[config.mk]
export PLATFORM = sky130hd
export DESIGN_NAME = dmem_mmio_bridge
export DESIGN_NICKNAME = d
export VERILOG_FILES = /design/src/rtl/dmem_mmio_bridge.sv
export SDC_FILE = /design/constraint.sdc
export NUM_CORES = 1
export LEC_CHECK = 0
export BUFFER_PORTS_ARGS = -buffer_cell sky130_fd_sc_hd__buf_2
export CORE_ASPECT_RATIO = 2
export CORE_MARGIN = 1
export CORE_UTILIZATION = 30
export CTS_CLUSTER_DIAMETER = 60
export DETAILED_ROUTE_END_ITERATION = 12
export PLACE_DENSITY_LB_ADDON = 0.15
export SYNTH_ARGS = -nofsm -noshare
export SYNTH_HDL_FRONTEND = slang
export SYNTH_SLANG_ARGS = --single-unit
[constraint.sdc]
create_clock -name clk -period 4.8 [get_ports clk]
set_input_delay 0 -clock clk [delete_from_list [all_inputs] [get_ports clk]]
set_output_delay 0 -clock clk [all_outputs]
set_load 0.005 [all_outputs]
[src/rtl/dmem_mmio_bridge.sv]
// Data-memory port bridge: routes CPU loads/stores to a synchronous RAM or a small MMIO register window.
// Latency: one cycle from request to dm_ready for RAM and MMIO; TX stores stall while the TX holding register is full.
// Backpressure: dm_ready is the only completion signal; tx_valid/tx_ready is a valid-ready handshake with no byte lost or duplicated.
//
// Ports:
//   clk, reset                 - single clock, synchronous active-high reset
//   dm_addr/wdata/we/re        - request from the data-memory port (held until dm_ready)
//   dm_rdata/dm_ready          - response: one-cycle ready pulse, rdata held between responses
//   ram_addr/we/wdata/rdata    - word-addressed synchronous RAM (read data one cycle after address)
//   led, sw                    - LED register output, asynchronous switch inputs
//   tx_data/tx_valid/tx_ready  - byte stream to the serial transmitter
//   bus_err                    - sticky flag for unmapped or conflicting (re+we) accesses
module dmem_mmio_bridge #(
    parameter int unsigned RAM_WORDS = 1024,
    parameter logic [31:0] MMIO_BASE = 32'hFFFF_0000
) (
    input  logic                         clk,
    input  logic                         reset,
    input  logic [31:0]                  dm_addr,
    input  logic [31:0]                  dm_wdata,
    input  logic                         dm_we,
    input  logic                         dm_re,
    output logic [31:0]                  dm_rdata,
    output logic                         dm_ready,
    output logic [$clog2(RAM_WORDS)-1:0] ram_addr,
    output logic                         ram_we,
    output logic [31:0]                  ram_wdata,
    input  logic [31:0]                  ram_rdata,
    output logic [15:0]                  led,
    input  logic [15:0]                  sw,
    output logic [7:0]                   tx_data,
    output logic                         tx_valid,
    input  logic                         tx_ready,
    output logic                         bus_err
);

    localparam int unsigned AW        = $clog2(RAM_WORDS);
    // 33 bits so RAM_WORDS*4 cannot overflow when the RAM spans the whole 4 GiB space
    localparam logic [32:0] RAM_BYTES = 33'(RAM_WORDS) * 33'd4;

    typedef enum logic [1:0] {
        S_IDLE     = 2'd0,
        S_RAM_WAIT = 2'd1,
        S_RESP     = 2'd2,
        S_TX_WAIT  = 2'd3
    } state_t;

    state_t      state_q,    state_d;
    logic        ram_rd_q,   ram_rd_d;    // RAM_WAIT is completing a read (vs a write)
    logic [31:0] rdata_q,    rdata_d;
    logic [15:0] led_q,      led_d;
    logic [7:0]  tx_data_q,  tx_data_d;
    logic        tx_valid_q, tx_valid_d;
    logic        bus_err_q,  bus_err_d;
    logic [31:0] cycle_q,    cycle_d;
    logic [15:0] sw_meta_q,  sw_sync_q;

    // ------------------------------------------------------------------
    // Address decode. Bits [1:0] never take part; RAM wins any overlap.
    // ------------------------------------------------------------------
    logic [31:0] addr_w;
    logic        ram_hit;
    logic        is_led, is_sw, is_cycle, is_tx;
    logic        req;

    assign addr_w   = {dm_addr[31:2], 2'b00};
    assign ram_hit  = {1'b0, dm_addr} < RAM_BYTES;
    assign is_led   = !ram_hit && (addr_w == MMIO_BASE);
    assign is_sw    = !ram_hit && (addr_w == MMIO_BASE + 32'h4);
    assign is_cycle = !ram_hit && (addr_w == MMIO_BASE + 32'h8);
    assign is_tx    = !ram_hit && (addr_w == MMIO_BASE + 32'hC);
    assign req      = dm_re || dm_we;

    // ------------------------------------------------------------------
    // Next-state logic
    // ------------------------------------------------------------------
    always_comb begin
        state_d    = state_q;
        ram_rd_d   = ram_rd_q;
        rdata_d    = rdata_q;
        led_d      = led_q;
        tx_data_d  = tx_data_q;
        tx_valid_d = tx_valid_q;
        bus_err_d  = bus_err_q;
        cycle_d    = cycle_q + 32'd1;

        // Transmitter handshake empties the holding register. A latch later
        // in this block overrides this only when the register was already
        // empty, so an accepted byte and a new byte never collide.
        if (tx_valid_q && tx_ready) begin
            tx_valid_d = 1'b0;
        end

        unique case (state_q)
            S_IDLE: begin
                if (req) begin
                    if (dm_re && dm_we) begin
                        bus_err_d = 1'b1;
                    end

                    if (ram_hit) begin
                        // Write strobe is issued combinationally this cycle;
                        // read data arrives from the RAM next cycle.
                        ram_rd_d = !dm_we;
                        state_d  = S_RAM_WAIT;
                    end else if (dm_we) begin
                        if (is_led) begin
                            led_d   = dm_wdata[15:0];
                            rdata_d = 32'h0;
                            state_d = S_RESP;
                        end else if (is_tx) begin
                            if (tx_valid_q) begin
                                // Holding register busy: wait without touching
                                // rdata so it keeps its last value until ready.
                                state_d = S_TX_WAIT;
                            end else begin
                                tx_data_d  = dm_wdata[7:0];
                                tx_valid_d = 1'b1;
                                rdata_d    = 32'h0;
                                state_d    = S_RESP;
                            end
                        end else begin
                            // SW and CYCLE are read-only: the write is dropped.
                            if (!is_sw && !is_cycle) begin
                                bus_err_d = 1'b1;
                            end
                            rdata_d = 32'h0;
                            state_d = S_RESP;
                        end
                    end else begin
                        if (is_led) begin
                            rdata_d = {16'h0, led_q};
                        end else if (is_sw) begin
                            rdata_d = {16'h0, sw_sync_q};
                        end else if (is_cycle) begin
                            rdata_d = cycle_q;
                        end else if (is_tx) begin
                            rdata_d = {31'h0, tx_valid_q};
                        end else begin
                            rdata_d   = 32'h0;
                            bus_err_d = 1'b1;
                        end
                        state_d = S_RESP;
                    end
                end
            end

            S_RAM_WAIT: begin
                // Capture what is presented this cycle so it holds afterwards.
                rdata_d = ram_rd_q ? ram_rdata : 32'h0;
                state_d = S_IDLE;
            end

            S_RESP: begin
                state_d = S_IDLE;
            end

            S_TX_WAIT: begin
                // Store data is held stable by the requester, so the byte is
                // taken straight from dm_wdata once the register has emptied.
                if (!tx_valid_q) begin
                    tx_data_d  = dm_wdata[7:0];
                    tx_valid_d = 1'b1;
                    rdata_d    = 32'h0;
                    state_d    = S_RESP;
                end
            end

            default: begin
                state_d = S_IDLE;
            end
        endcase
    end

    // ------------------------------------------------------------------
    // State registers
    // ------------------------------------------------------------------
    always_ff @(posedge clk) begin
        if (reset) begin
            state_q    <= S_IDLE;
            ram_rd_q   <= 1'b0;
            rdata_q    <= 32'h0;
            led_q      <= 16'h0;
            tx_data_q  <= 8'h0;
            tx_valid_q <= 1'b0;
            bus_err_q  <= 1'b0;
            cycle_q    <= 32'h0;
            sw_meta_q  <= 16'h0;
            sw_sync_q  <= 16'h0;
        end else begin
            state_q    <= state_d;
            ram_rd_q   <= ram_rd_d;
            rdata_q    <= rdata_d;
            led_q      <= led_d;
            tx_data_q  <= tx_data_d;
            tx_valid_q <= tx_valid_d;
            bus_err_q  <= bus_err_d;
            cycle_q    <= cycle_d;
            sw_meta_q  <= sw;
            sw_sync_q  <= sw_meta_q;
        end
    end

    // ------------------------------------------------------------------
    // Outputs. Reset gates the completion pulse and the write strobe so an
    // abandoned transaction never completes or writes during the reset cycle.
    // ------------------------------------------------------------------
    assign ram_addr  = dm_addr[AW+1:2];
    assign ram_wdata = dm_wdata;
    assign ram_we    = !reset && (state_q == S_IDLE) && dm_we && ram_hit;

    assign dm_ready  = !reset && ((state_q == S_RAM_WAIT) || (state_q == S_RESP));
    assign dm_rdata  = (!reset && (state_q == S_RAM_WAIT))
                     ? (ram_rd_q ? ram_rdata : 32'h0)
                     : rdata_q;

    assign led       = led_q;
    assign tx_data   = tx_data_q;
    assign tx_valid  = tx_valid_q;
    assign bus_err   = bus_err_q;

endmodule

-- Word level (Yosys, flattened, before mapping)
Cells that the tools add are included.
- register bits: 125
- input bits: 117
- output and inout port bits: 102
- logic and storage cells: 101
- add/sub/neg operators: 1
- $lt $le $gt $ge: 1
- eq/ne operators: 13
- muxes and demuxes: 46
- bitwise operators: 1
- reduce and logical (&&, ||, !) cells: 29
- operators by type and width (operator ; count):
    2-to-1 mux 32 bit ; 11
    equality test 30 bit, second input constant ; 4
    case mux 32 bit (3 select lines) ; 1
    2-to-1 mux 8 bit ; 6
    adder 32 x 1 -> 32 bit, second input constant ; 1
    less-than comparator 32 x 13 -> 1 bit, second input constant ; 1
    2-to-1 mux 1 bit ; 19
    case mux 8 bit (2 select lines) ; 1
    logical AND 1 bit ; 12
    2-to-1 mux 2 bit ; 6
    != test 2 bit, second input constant ; 6
    case mux 2 bit (3 select lines) ; 1
    AND reduction 3 bit ; 2
    AND reduction 6 bit ; 1
    zero test 1 bit ; 5
    AND reduction 5 bit ; 1
    equality test 2 bit, second input constant ; 2
    AND reduction 2 bit ; 2
    nonzero test 3 bit ; 1
    equality test 2 x 1 -> 1 bit, second input constant ; 1
    zero test 2 bit ; 1
    logical OR 1 bit ; 2
    case mux 1 bit (2 select lines) ; 1
    nonzero test 2 bit ; 1
    other kinds (2) ; 2

-- Longest topological paths before layout
- word-level depth: 11
- depth in mapped cells: 10
- gate-level depth less buffers: 7

-- Worst setup path after synthesis
OpenSTA, ideal clock, no wires.
- kind: register to register
- start: reg state_q[0]
- end: reg rdata_q[0]
- library setup time: 60 ps
- data arrival time: 2339 ps
- required time: 4740 ps
- slack: 2401 ps
- cell stages (with the launch flop): 11
- path buffers: 3
- clock period less this slack: 2399 ps
- cell sequence: dfxtp_1 inv_1 ha_1 clkbuf_1 inv_1 nor3_1 a211oi_1 nor2b_1 clkbuf_1 clkbuf_1 a22o_1
- cells in the longest elaborated chain, start to end: 3
- elaborated cells between the ends (all ways): 8
- classes of those cells: 4 x eq/ne; 1 x mux; 3 x reduce/logical
- RTL lines (element ; RTL line ; text):
    from (decl) ; 48 ; state_t state_q, state_d;
    from (signal assigned) ; 191 ; state_q <= state_d;
    equality test 2 x 1 -> 1 bit, or another cell as far along ; 94 ; unique case (state_q)
    nonzero test 3 bit (no line) / != test 2 bit (equally long branches) ; - ;
    AND reduction 3 bit (no line) ; - ;
    to (signal assigned) ; 193 ; rdata_q <= rdata_d;
    to (decl) ; 50 ; logic [31:0] rdata_q, rdata_d;
Parallel ways exist; a longest one is shown, timed or not.
A chain may end at the register's enable or synchronous reset.

-- Final worst setup path
- start: reg state_q[0]
- end: reg rdata_q[30]
The elaborated chain is that of the path after synthesis.

==> out/qor.yml <==
status: "complete, no violations"
syn_nets: 845
synth_seq_area_share_pct: 41.4
row_count: 73
power.leakage_nw: 3.42
numClockSinks: 125
num_vias: 5569
end_kind: "register"
cp-start-kind: "register"
worst-slew-pin-transition_ps: 1100
finalInstanceArea_um2: 8150
ys_seq_elements: 125
start_util_pct: 30.5
synth_area_per_cell_um2: 8.37
die_w_um: 102
antenna_found_initial: 0
area_delta_synth_final_pct: 34.8
finalCriticalPeriod_ps: 2670
drt_iter0_drc: 171
setup-violations-final: 0
clock_skew_ps: 8.76
synth_area_um2: 6050
cts-buffers-inserted: 17
max_freq_mhz: 374
place_congestion: 0.750
grt_max_degree: 104
die-area_um2: 20800
min_period_over_period_pct: 55.7
die_h_um: 203
viasPerCell: 4.66
multiInputGateArea_um2: 3020
synthArstFlopShare_pct: 0
htreeDepth: 4
path_max_fanout: 18
arrival_ps: 2970
grt_pass1_vias: 5646
criticalPathCategory: "reg2reg"
grt-ovfl-total: 0
cts_tree: "built"
ant_nets: 0
grt_usage_pct: 17.9
root_buffer: "clkbuf_16"
worstHoldPathType: "in2out"
diodes: 0
slowest_delay_ps: 600
grt_pass1_wl_mm: 28.0
dr.pass1.iters: 4
tns_ps: 0
final_layout_size_suffix_gt1_share_pct: 24.6
cts_setup_buffers: 0
path_clk_slew_ps: 50
synth_ff_type: "dfxtp_1"
regArea_um2: 2500
io_pins: 219
insertion_delay_ps: 420
relSlewSlack_pct: 26.7
rsz0062_at_grt: "no"
critPathBufInv: 4
reg2reg_slack_ps: 2130
n_fill_cell: 2038
cp.required_ps: 5100
io_buffers: 184
core-area_um2: 19800
powerDensity_nw_per_um2: 319
synth_cell_types: 47
cp_cell_sequence: "inv_1, ha_1, inv_1, nor3_1, a211oi_2, buf_4, nor2b_1, buf_4, a221o_1"
detail_route.wl_per_cell_um: 14.8
crit_slowest_cell: "nor3_1"
hpwl_mm: 12.6
synth_cells: 723
yosysWarningCount: 0
nets: 1042
drv_cap: 0
hold_viol: 0
synth-edff-count: 0
routed_wl_mm: 17.7
ir_worst_vdd_mv: 0.177
crit_family: "simple AND/OR/NAND/NOR gates"
placed_area_um2: 6870
maxSlewViolCount: 0
drc: 0
clock_path_buffers: 2
==> sequential cells by signal, indices dropped and copies added (netlist names) <==
| register | cells |
|---|---|
| bus_err | 1 |
| cycle_q | 32 |
| sw_sync_q | 16 |
| state_q | 2 |
| rdata_q | 32 |
| ram_rd_q | 1 |
| led | 16 |
| sw_meta_q | 16 |
| tx_data | 8 |
| tx_valid | 1 |
==> cells by family (layout without fill, tap and decap cells) <==
| kind of cell | after synthesis | in the layout | synth area share (%) |
|---|---|---|---|
| mux | 40 | 40 | 6.83 |
| compound gates | 132 | 132 | 14.4 |
| simple gates | 303 | 303 | 23.5 |
| buf+inv | 90 | 299 | 8.79 |
| flops | 125 | 125 | 41.4 |
| fa+ha+maj | 5 | 5 | 1.03 |
| xor+xnor | 28 | 28 | 4.05 |
==> worst paths after layout <==
check,startpoint,to,cells after the start
min,dm_wdata[24],ram_wdata[24],0
max reg2reg,state_q[0]$_SDFFE_PP0P_,rdata_q[30]$_SDFFE_PP0P_,9
min reg2reg,sw_meta_q[7]$_SDFF_PP0_,sw_sync_q[7]$_SDFF_PP0_,1
max,state_q[0]$_SDFFE_PP0P_,rdata_q[30]$_SDFFE_PP0P_,9
==> metal layers <==
| metal | share of wire [%] | track usage, % | vias to the layer above | routed length [um] |
|---|---|---|---|---|
| met5 | 0 | 0 | - | 0 |
| met4 | 1.5 | 7.45 | 0 | 262 |
| met3 | 2.6 | 2.93 | 20 | 464 |
| met2 | 58 | 35.5 | 107 | 10300 |
| met1 | 38 | 17.5 | 2590 | 6700 |
| li1 | - | - | 2852 | - |
==> final cells by class <==
| type | instances | share of cell area, % |
|---|---|---|
| flip-flops and latches | 125 | 30.7 |
| clock inverters | 12 | 2.03 |
| multi-input cells | 508 | 37.0 |
| clock buffers | 19 | 5.43 |
| inverters | 7 | 0.322 |
| well taps | 262 | 4.02 |
| repair buffers | 261 | 20.5 |
==> cell usage in the layout, fill, tap and decap left out, types with 2 or more instances in the layout <==
master,count
buf_2,183
inv_1,7
dlygate4sd3_1,67
nor4_1,8
nand4_1,17
mux2i_1,39
a32oi_1,7
o32ai_1,2
nand2_1,108
a22oi_1,9
a32o_1,3
dfxtp_1,125
o21ai_0,49
a21oi_1,22
bufinv_16,3
buf_4,11
and3_1,4
xnor2_1,10
nor2_1,86
and2_1,4
clkbuf_16,17
clkinv_4,5
a211oi_1,2
a22o_1,32
clkinvlp_4,3
nor2b_1,39
nand2b_1,2
nor3_1,9
or4_1,3
xor2_1,18
nand3_1,12
or3_1,3
ha_1,5
==> power breakdown <==
part	leakage, nW	total (mW)	internal, mW	switching [mW]
clock network	0.286	1.32	0.832	0.485
logic	2.11	0.215	0.108	0.106
registers	1.02	1.07	1.06	0.00779
==> Yosys cell counts, types with 12 or more instances <==
cell type | instances | area, um^2
dfxtp_1 | 125 | 2500
mux2i_1 | 39 | 390
nand2_1 | 108 | 405
o21ai_0 | 49 | 245
nor2_1 | 86 | 323
xor2_1 | 18 | 158
a22o_1 | 32 | 280
a21oi_1 | 22 | 110
clkbuf_1 | 33 | 124
buf_4 | 43 | 323
nand3_1 | 12 | 60.1
nand4_1 | 17 | 106
nor2b_1 | 39 | 244
==> worst reg2reg max path: stages (launching register included) <==
cell and delay [ps]:
dfxtp_1 330, inv_1 110, ha_1 340, inv_1 130
nor3_1 600, a211oi_2 90, buf_4 240, nor2b_1 160
buf_4 250, a221o_1 310
==> metrics by stage <==
stage	util [%]	hold WS, ps	cells	total power, mW	setup slack [ps]
global placement	34.7	0.0346	1096	1.26	2190
global route	41.1	0.00796	1194	2.71	1920
floorplan	-	80.8	723	1.20	2400
finish	41.1	0.00143	1194	2.60	2130
CTS	41.1	0.0346	1194	2.64	2090
detailed placement	34.7	0.0346	1096	1.26	2180
==> repair_timing <==
action	CTS	global route
endpoints found under the hold margin	75	0
hold buffers	67	0
gates resized for setup	0	0
Note: power is estimated with default switching activity, not from simulation.
